File: src/rtl/enc_pkg.sv
// Shared types, constants and cipher helpers for the encrypt engine and its matching decrypter.
// Helpers work on a MAX_W-wide container; bits at or above the live width w are returned as zero.
package enc_pkg;

  localparam int SALT_W = 16;
  localparam int MODE_W = 2;
  localparam int MAX_W  = 128;

  localparam logic [SALT_W-1:0] LFSR_TAPS    = 16'hB400;
  localparam logic [SALT_W-1:0] LFSR_DEFAULT = 16'hACE1;

  typedef enum logic [MODE_W-1:0] {
    ENC_XOR = 2'd0,
    ENC_ROT = 2'd1,
    ENC_ADD = 2'd2,
    ENC_REV = 2'd3
  } enc_mode_e;

  typedef logic [MAX_W-1:0] wide_t;

  // ks[i] = key[i] ^ salt[i mod 16] for i < w.
  function automatic wide_t ks_expand(input wide_t key, input logic [SALT_W-1:0] salt,
                                      input int w);
    wide_t ks;
    ks = '0;
    for (int i = 0; i < MAX_W; i++) begin
      if (i < w) begin
        ks[i[6:0]] = key[i[6:0]] ^ salt[i[3:0]];
      end
    end
    return ks;
  endfunction

  // Rotate left by r within the low w bits; caller guarantees r < w.
  function automatic wide_t rotl_mod(input wide_t p, input int r, input int w);
    wide_t o;
    int    idx;
    o = '0;
    for (int i = 0; i < MAX_W; i++) begin
      if (i < w) begin
        idx = i + w - r;
        if (idx >= w) begin
          idx = idx - w;
        end
        o[i[6:0]] = p[idx[6:0]];
      end
    end
    return o;
  endfunction

  function automatic wide_t bit_rev(input wide_t p, input int w);
    wide_t o;
    int    idx;
    o = '0;
    for (int i = 0; i < MAX_W; i++) begin
      if (i < w) begin
        idx = w - 1 - i;
        o[i[6:0]] = p[idx[6:0]];
      end
    end
    return o;
  endfunction

endpackage

File: src/rtl/enc_lfsr16.sv
// 16-bit right-shifting Galois LFSR that steps only when enabled; a zero seed maps to the default.
module enc_lfsr16
  import enc_pkg::*;
(
  input  logic              i_clk,
  input  logic              i_rst,
  input  logic              i_en,
  input  logic [SALT_W-1:0] i_seed,
  output logic [SALT_W-1:0] o_state
);

  logic [SALT_W-1:0] r_state;
  logic [SALT_W-1:0] w_seed_eff;
  logic [SALT_W-1:0] w_next;

  // The all-zero state is a fixed point, so it can never be the reset value.
  assign w_seed_eff = (i_seed == '0) ? LFSR_DEFAULT : i_seed;
  assign w_next     = r_state[0] ? ((r_state >> 1) ^ LFSR_TAPS) : (r_state >> 1);

  always_ff @(posedge i_clk) begin
    if (i_rst) begin
      r_state <= w_seed_eff;
    end else if (i_en) begin
      r_state <= w_next;
    end
  end

  assign o_state = r_state;

endmodule

File: src/rtl/encrypt_engine_p.sv
// Two-stage valid/ready encrypter: S1 captures block, mode, salt and key; S2 holds {mode, salt, cipher}.
// The cipher is computed combinationally from S1 and registered into S2.
module encrypt_engine_p
  import enc_pkg::*;
#(
  parameter int unsigned       DATA_W    = 60,
  parameter logic [SALT_W-1:0] SEED      = 16'hACE1,
  parameter logic [DATA_W-1:0] KEY_INIT  = '0,
  parameter bit                AUTO_MODE = 1'b0
) (
  input  logic                              i_clk,
  input  logic                              i_rst,
  input  logic                              i_key_load,
  input  logic [DATA_W-1:0]                 i_key_in,
  input  logic                              i_in_valid,
  output logic                              o_in_ready,
  input  logic [DATA_W-1:0]                 i_in_data,
  input  logic [MODE_W-1:0]                 i_mode_in,
  output logic                              o_out_valid,
  input  logic                              i_out_ready,
  output logic [DATA_W+SALT_W+MODE_W-1:0]   o_out_data,
  output logic [31:0]                       o_blk_cnt
);

  localparam int unsigned OUT_W = DATA_W + SALT_W + MODE_W;
  localparam int unsigned RW    = $clog2(DATA_W);

  if (DATA_W < 16 || DATA_W > 128) begin : g_bad_width
    $error("encrypt_engine_p: DATA_W must be within 16..128");
  end

  logic              w_accept;
  logic              w_adv;
  logic [SALT_W-1:0] w_salt;
  enc_mode_e         w_mode_sel;

  logic [DATA_W-1:0] r_key;

  logic              r_s1_valid;
  logic [DATA_W-1:0] r_s1_data;
  logic [DATA_W-1:0] r_s1_key;
  enc_mode_e         r_s1_mode;
  logic [SALT_W-1:0] r_s1_salt;

  logic              r_out_valid;
  logic [OUT_W-1:0]  r_out_data;
  logic [31:0]       r_blk_cnt;

  wide_t             w_p_ext;
  wide_t             w_key_ext;
  wide_t             w_ks;
  int                w_rot;
  logic [DATA_W-1:0] w_cipher;

  assign w_adv      = !r_out_valid || i_out_ready;
  assign o_in_ready = !r_s1_valid || w_adv;
  assign w_accept   = i_in_valid && o_in_ready;
  assign w_mode_sel = AUTO_MODE ? enc_mode_e'(w_salt[SALT_W-1 -: MODE_W])
                                : enc_mode_e'(i_mode_in);

  enc_lfsr16 u_lfsr (
    .i_clk   (i_clk),
    .i_rst   (i_rst),
    .i_en    (w_accept),
    .i_seed  (SEED),
    .o_state (w_salt)
  );

  always_ff @(posedge i_clk) begin
    if (i_rst) begin
      r_key <= KEY_INIT;
    end else if (i_key_load) begin
      r_key <= i_key_in;
    end
  end

  // The key snapshot reads r_key before a same-cycle key_load lands, so that block keeps the old key.
  always_ff @(posedge i_clk) begin
    if (i_rst) begin
      r_s1_valid <= 1'b0;
      r_s1_data  <= '0;
      r_s1_key   <= '0;
      r_s1_mode  <= ENC_XOR;
      r_s1_salt  <= '0;
    end else if (w_accept) begin
      r_s1_valid <= 1'b1;
      r_s1_data  <= i_in_data;
      r_s1_key   <= r_key;
      r_s1_mode  <= w_mode_sel;
      r_s1_salt  <= w_salt;
    end else if (w_adv) begin
      r_s1_valid <= 1'b0;
    end
  end

  always_comb begin
    w_p_ext                = '0;
    w_p_ext[DATA_W-1:0]    = r_s1_data;
    w_key_ext              = '0;
    w_key_ext[DATA_W-1:0]  = r_s1_key;
    w_ks                   = ks_expand(w_key_ext, r_s1_salt, int'(DATA_W));
    w_rot                  = int'({{(32 - RW){1'b0}}, r_s1_salt[RW-1:0]});
    if (w_rot >= int'(DATA_W)) begin
      w_rot = w_rot - int'(DATA_W);
    end
    w_cipher = '0;
    unique case (r_s1_mode)
      ENC_XOR: w_cipher = DATA_W'(w_p_ext ^ w_ks);
      ENC_ROT: w_cipher = DATA_W'(rotl_mod(w_p_ext, w_rot, int'(DATA_W)) ^ w_ks);
      ENC_ADD: w_cipher = DATA_W'(w_p_ext + w_ks);
      ENC_REV: w_cipher = DATA_W'(bit_rev(w_p_ext, int'(DATA_W)) ^ w_ks);
      default: w_cipher = DATA_W'(w_p_ext ^ w_ks);
    endcase
  end

  always_ff @(posedge i_clk) begin
    if (i_rst) begin
      r_out_valid <= 1'b0;
      r_out_data  <= '0;
    end else if (w_adv) begin
      r_out_valid <= r_s1_valid;
      if (r_s1_valid) begin
        r_out_data <= {r_s1_mode, r_s1_salt, w_cipher};
      end
    end
  end

  always_ff @(posedge i_clk) begin
    if (i_rst) begin
      r_blk_cnt <= '0;
    end else if (r_out_valid && i_out_ready) begin
      r_blk_cnt <= r_blk_cnt + 32'd1;
    end
  end

  assign o_out_valid = r_out_valid;
  assign o_out_data  = r_out_data;
  assign o_blk_cnt   = r_blk_cnt;

endmodule
File: config.mk
export PLATFORM = sky130hd
export DESIGN_NAME = encrypt_engine_p
export DESIGN_NICKNAME = d
export VERILOG_FILES = /design/src/rtl/enc_pkg.sv /design/src/rtl/enc_lfsr16.sv /design/src/rtl/encrypt_engine_p.sv
export SDC_FILE = /design/constraint.sdc
export NUM_CORES = 2
export LEC_CHECK = 0
export CORE_MARGIN = 5
export CORE_UTILIZATION = 40
export CTS_CLUSTER_DIAMETER = 50
export DETAILED_ROUTE_END_ITERATION = 8
export PLACE_DENSITY = 0.65
export SETUP_SLACK_MARGIN = 0.2
export SLEW_MARGIN = 20
export SYNTH_ARGS = -nofsm -noshare
export SYNTH_HDL_FRONTEND = slang
export SYNTH_SLANG_ARGS = --single-unit
File: constraint.sdc
create_clock -name i_clk -period 29.1 [get_ports i_clk]
set_clock_uncertainty 0.05 [all_clocks]
set_input_delay 7.275 -clock i_clk [delete_from_list [all_inputs] [get_ports i_clk]]
set_output_delay 7.275 -clock i_clk [all_outputs]
set_load 0.05 [all_outputs]
==> reports/summary.txt <==
Outcome = finished, final reports clean
Via count = 51150
Async S/R FF share, synth = 0
Crit path depth = 4
Design internal power = 965.6 uW
First-pass GRT wire length = 308100 um
All-layer global routing usage = 0.3282
Placed Instances = 7600
Port bufs = 238
DRT Wirelength = 211000 um
DRT iter0 DRCs = 6830
DRC Markers = 0
CP Buf/Inv Count = 2
Synth warn = 0
Root buf cell = clkbuf_16
Initial antenna violation count = 7
Required time worst endpoint = 21.77 ns
Final core area utilization = 0.4393
Yosys reg bits = 319
R2r setup slk = 19.45 ns
Crit path max-delay family = buffers and inverters
Synthesized instance count = 6287
Critical path class = input port to output port
Sw frac = 0.4367
Max Slew Vio Count = 0
Cts bufs inserted = 29
Post-DP Area = 0.04835 mm^2
Cell Pwr Density = 34.74 mW/mm^2
Cell Chain, Critical Path = clkdlybuf4s50_1 > nor2b_1 > nand2_1 > clkdlybuf4s50_1
Min Hold Slack = 0.4051 ns
Mapped Area = 0.04523 mm^2
Leak pwr = 19.01 nW
Total gr overflow = 0
Synth Flop Type = dfxtp_1
Max-Cap Viols = 0
Sequential Power Share = 0.290
Combinational share of power = 0.478
Max FO, Critical Path = 5
Sequential area share after synthesis = 0.1412
Setup Buffers After CTS = 0
Post-Syn Area per Cell = 7.194 um^2
Reg-to-reg endpoint = o_out_data[18]
Pwr Total = 1.714 mW
Vias per std cell = 6.681
Yosys cell types = 116
Crit start category = input port
Drt pass-1 iters = 6
Most common cell type on the critical path = clkdlybuf4s50_1
Placer Congestion = 1.057
Critical path's slowest cell = clkdlybuf4s50_1
EDFF count, synth = 0
Final Cell Area = 0.04935 mm^2
Slew Limit Headroom = 0.1238
Clk Latency, worst-skew pair = 0.59 ns
Worst EP arrival = 9.00 ns
Commonest non-fill, non-tap cells in the layout = 860 x nand2_1, 588 x a21oi_1, 555 x nor2_1, 324 x mux2i_1, 313 x o21ai_0
Final Critical Period = 16.33 ns
Fin. Hold Viols = 0
Mapped Nets = 6653
DIE WIDTH = 346.3 um
Worst Hold End = r_s1_key[22]
Switching pwr = 748.6 uW
CTS Sinks = 319
Clock Path Buffers = 3
Final #Nets = 6499
Post-route ant nets = 0
Hold path cells = 2
Slew @ Worst Pin = 1.314 ns
Hold Crit Class = flip-flop to flip-flop
Starting Density = 0.4026
Clock share of power = 0.231
R2r startpoint = r_s1_salt[0]
Height of the die = 346.3 um
Avg WL per Cell = 27.56 um
Worst reg-to-reg path cell count = 27
Post-CTS resize count = 0
Crit-path max cell delay = 0.74 ns
Die Area = 0.1199 mm^2
Detailed Place HPWL = 153800 um
Number of global-route vias before repair = 46800
Post-Place Setup Slack = 12.78 ns
Largest vdd supply drop = 0.00004859 V
Critical path endpoint category = output port
P&R area growth vs syn = 9.107%
Post-CTS Hold Buffers = 0
Max Freq = 61.25 MHz
Commonest non-fill, non-tap cell in the layout = nand2_1
Fin crit share = 0.5610
Row count = 123
Clock-pin slew on the worst setup and hold paths = 0.07 ns
Largest net degree at the start of global routing = 106
Setup TNS = 0 ns
Final setup fails = 0
Ports = 239
Ratio of cells with drive above 1 in the final layout = 0.08045
RSZ-0062 raised after global routing = no
H-Tree Depth = 1
Hold Startpoint = r_key[22]
Fin worst setup slack = 12.77 ns
Core Region = 0.1123 mm^2
TritonCTS clock tree = done
Final std cells w/o fill = 7656
==> kinds of logic after synthesis <==
kind of cell    after synthesis  synth area share
flops                       319            0.1412
simple gates               2218            0.2241
fa+ha+maj                   239           0.06628
compound gates             1898            0.2769
mux                         510            0.1483
xor+xnor                    425           0.08329
buf+inv                     678           0.05997
==> power by group through the flow <==
stage,sequential [mW],clock (mW),combinational (mW)
after detailed placement,0.504,0,0.786
final,0.497,0.397,0.820
after global routing,0.497,0.419,0.864
after CTS,0.494,0.403,0.789
after global placement,0.504,0,0.778
after floorplan,0.507,0,0.526
==> layout make-up <==
class                           instances  area (um^2)
Multi-Input combinational cell       5290        36300
Fill cell                           11610        63000
Antenna cell                            3        7.507
Inverter                              133        506.7
Timing Repair Buffer                  360         3301
Clock inverter                         12        142.6
Tap cell                             1500         1877
Clock buffer                           39        813.3
Sequential cell                       319         6397
==> per-layer routing <==
layer	global-route usage	part of all wire	vias to the layer above
met5	0	0.00010	-
li1	-	-	22870
met2	0.4865	0.41	3235
met4	0.2097	0.080	4
met3	0.1026	0.13	776
met1	0.4123	0.38	24270
==> sequential cells by signal (all words and copies together), names as in the netlist <==
register,cells
o_out_data,78
r_key,60
r_s1_data,60
r_s1_key,60
o_blk_cnt,32
r_s1_salt,15
u_lfsr.o_state,10
r_s1_mode,2
o_out_valid,1
r_s1_valid,1
==> worst max path at each step <==
stage | start | to
6_report | i_out_ready | o_in_ready
5_1_grt | i_out_ready | o_in_ready
4_1_cts | i_out_ready | o_in_ready
3_5_place_dp | i_out_ready | o_in_ready
3_3_place_gp | i_out_ready | o_in_ready
2_1_floorplan | i_out_ready | o_in_ready
==> cell usage after synthesis (all sizes together), types with 22 or more instances <==
cell / count / area, um^2
o211ai: 77 / 583.1
nor4: 32 / 215.2
mux4: 121 / 2725
a211oi: 81 / 635.6
a211o: 24 / 210.2
ha: 238 / 2978
xnor2: 275 / 2454
buf: 152 / 734.5
nor2: 563 / 2121
a311oi: 32 / 292.8
nor3: 146 / 735.7
dfxtp: 319 / 6386
o31ai: 43 / 355.3
o22ai: 63 / 394.1
mux2: 64 / 724.4
o21a: 26 / 195.2
nand2b: 53 / 331.6
nand2: 863 / 3239
a21boi: 26 / 195.2
mux2i: 325 / 3257
a31oi: 116 / 759.5
a221oi: 53 / 476.7
a21oi: 595 / 3008
nand3: 188 / 945.9
a21o: 81 / 608.1
nor2b: 48 / 300.3
o21bai: 22 / 165.2
a22oi: 32 / 240.2
xor2: 150 / 1314
nand4: 63 / 400.4
or2: 27 / 168.9
o221ai: 29 / 266.5
and3: 54 / 337.8
or3: 33 / 206.5
a2111oi: 23 / 206.5
and2: 55 / 344.1
clkbuf: 393 / 1476
o21ai: 334 / 1687
inv: 126 / 475.5
==> tightest hold or removal path, delay by kind of cell, from the launching register on <==
kind / cells / cell delay, ns
AND/OR/NAND/NOR: 1 / 0.05
AO/OA/AOI/OAI: 1 / 0.05
flip-flops: 1 / 0.32
Power figures use the tool's default switching activity.
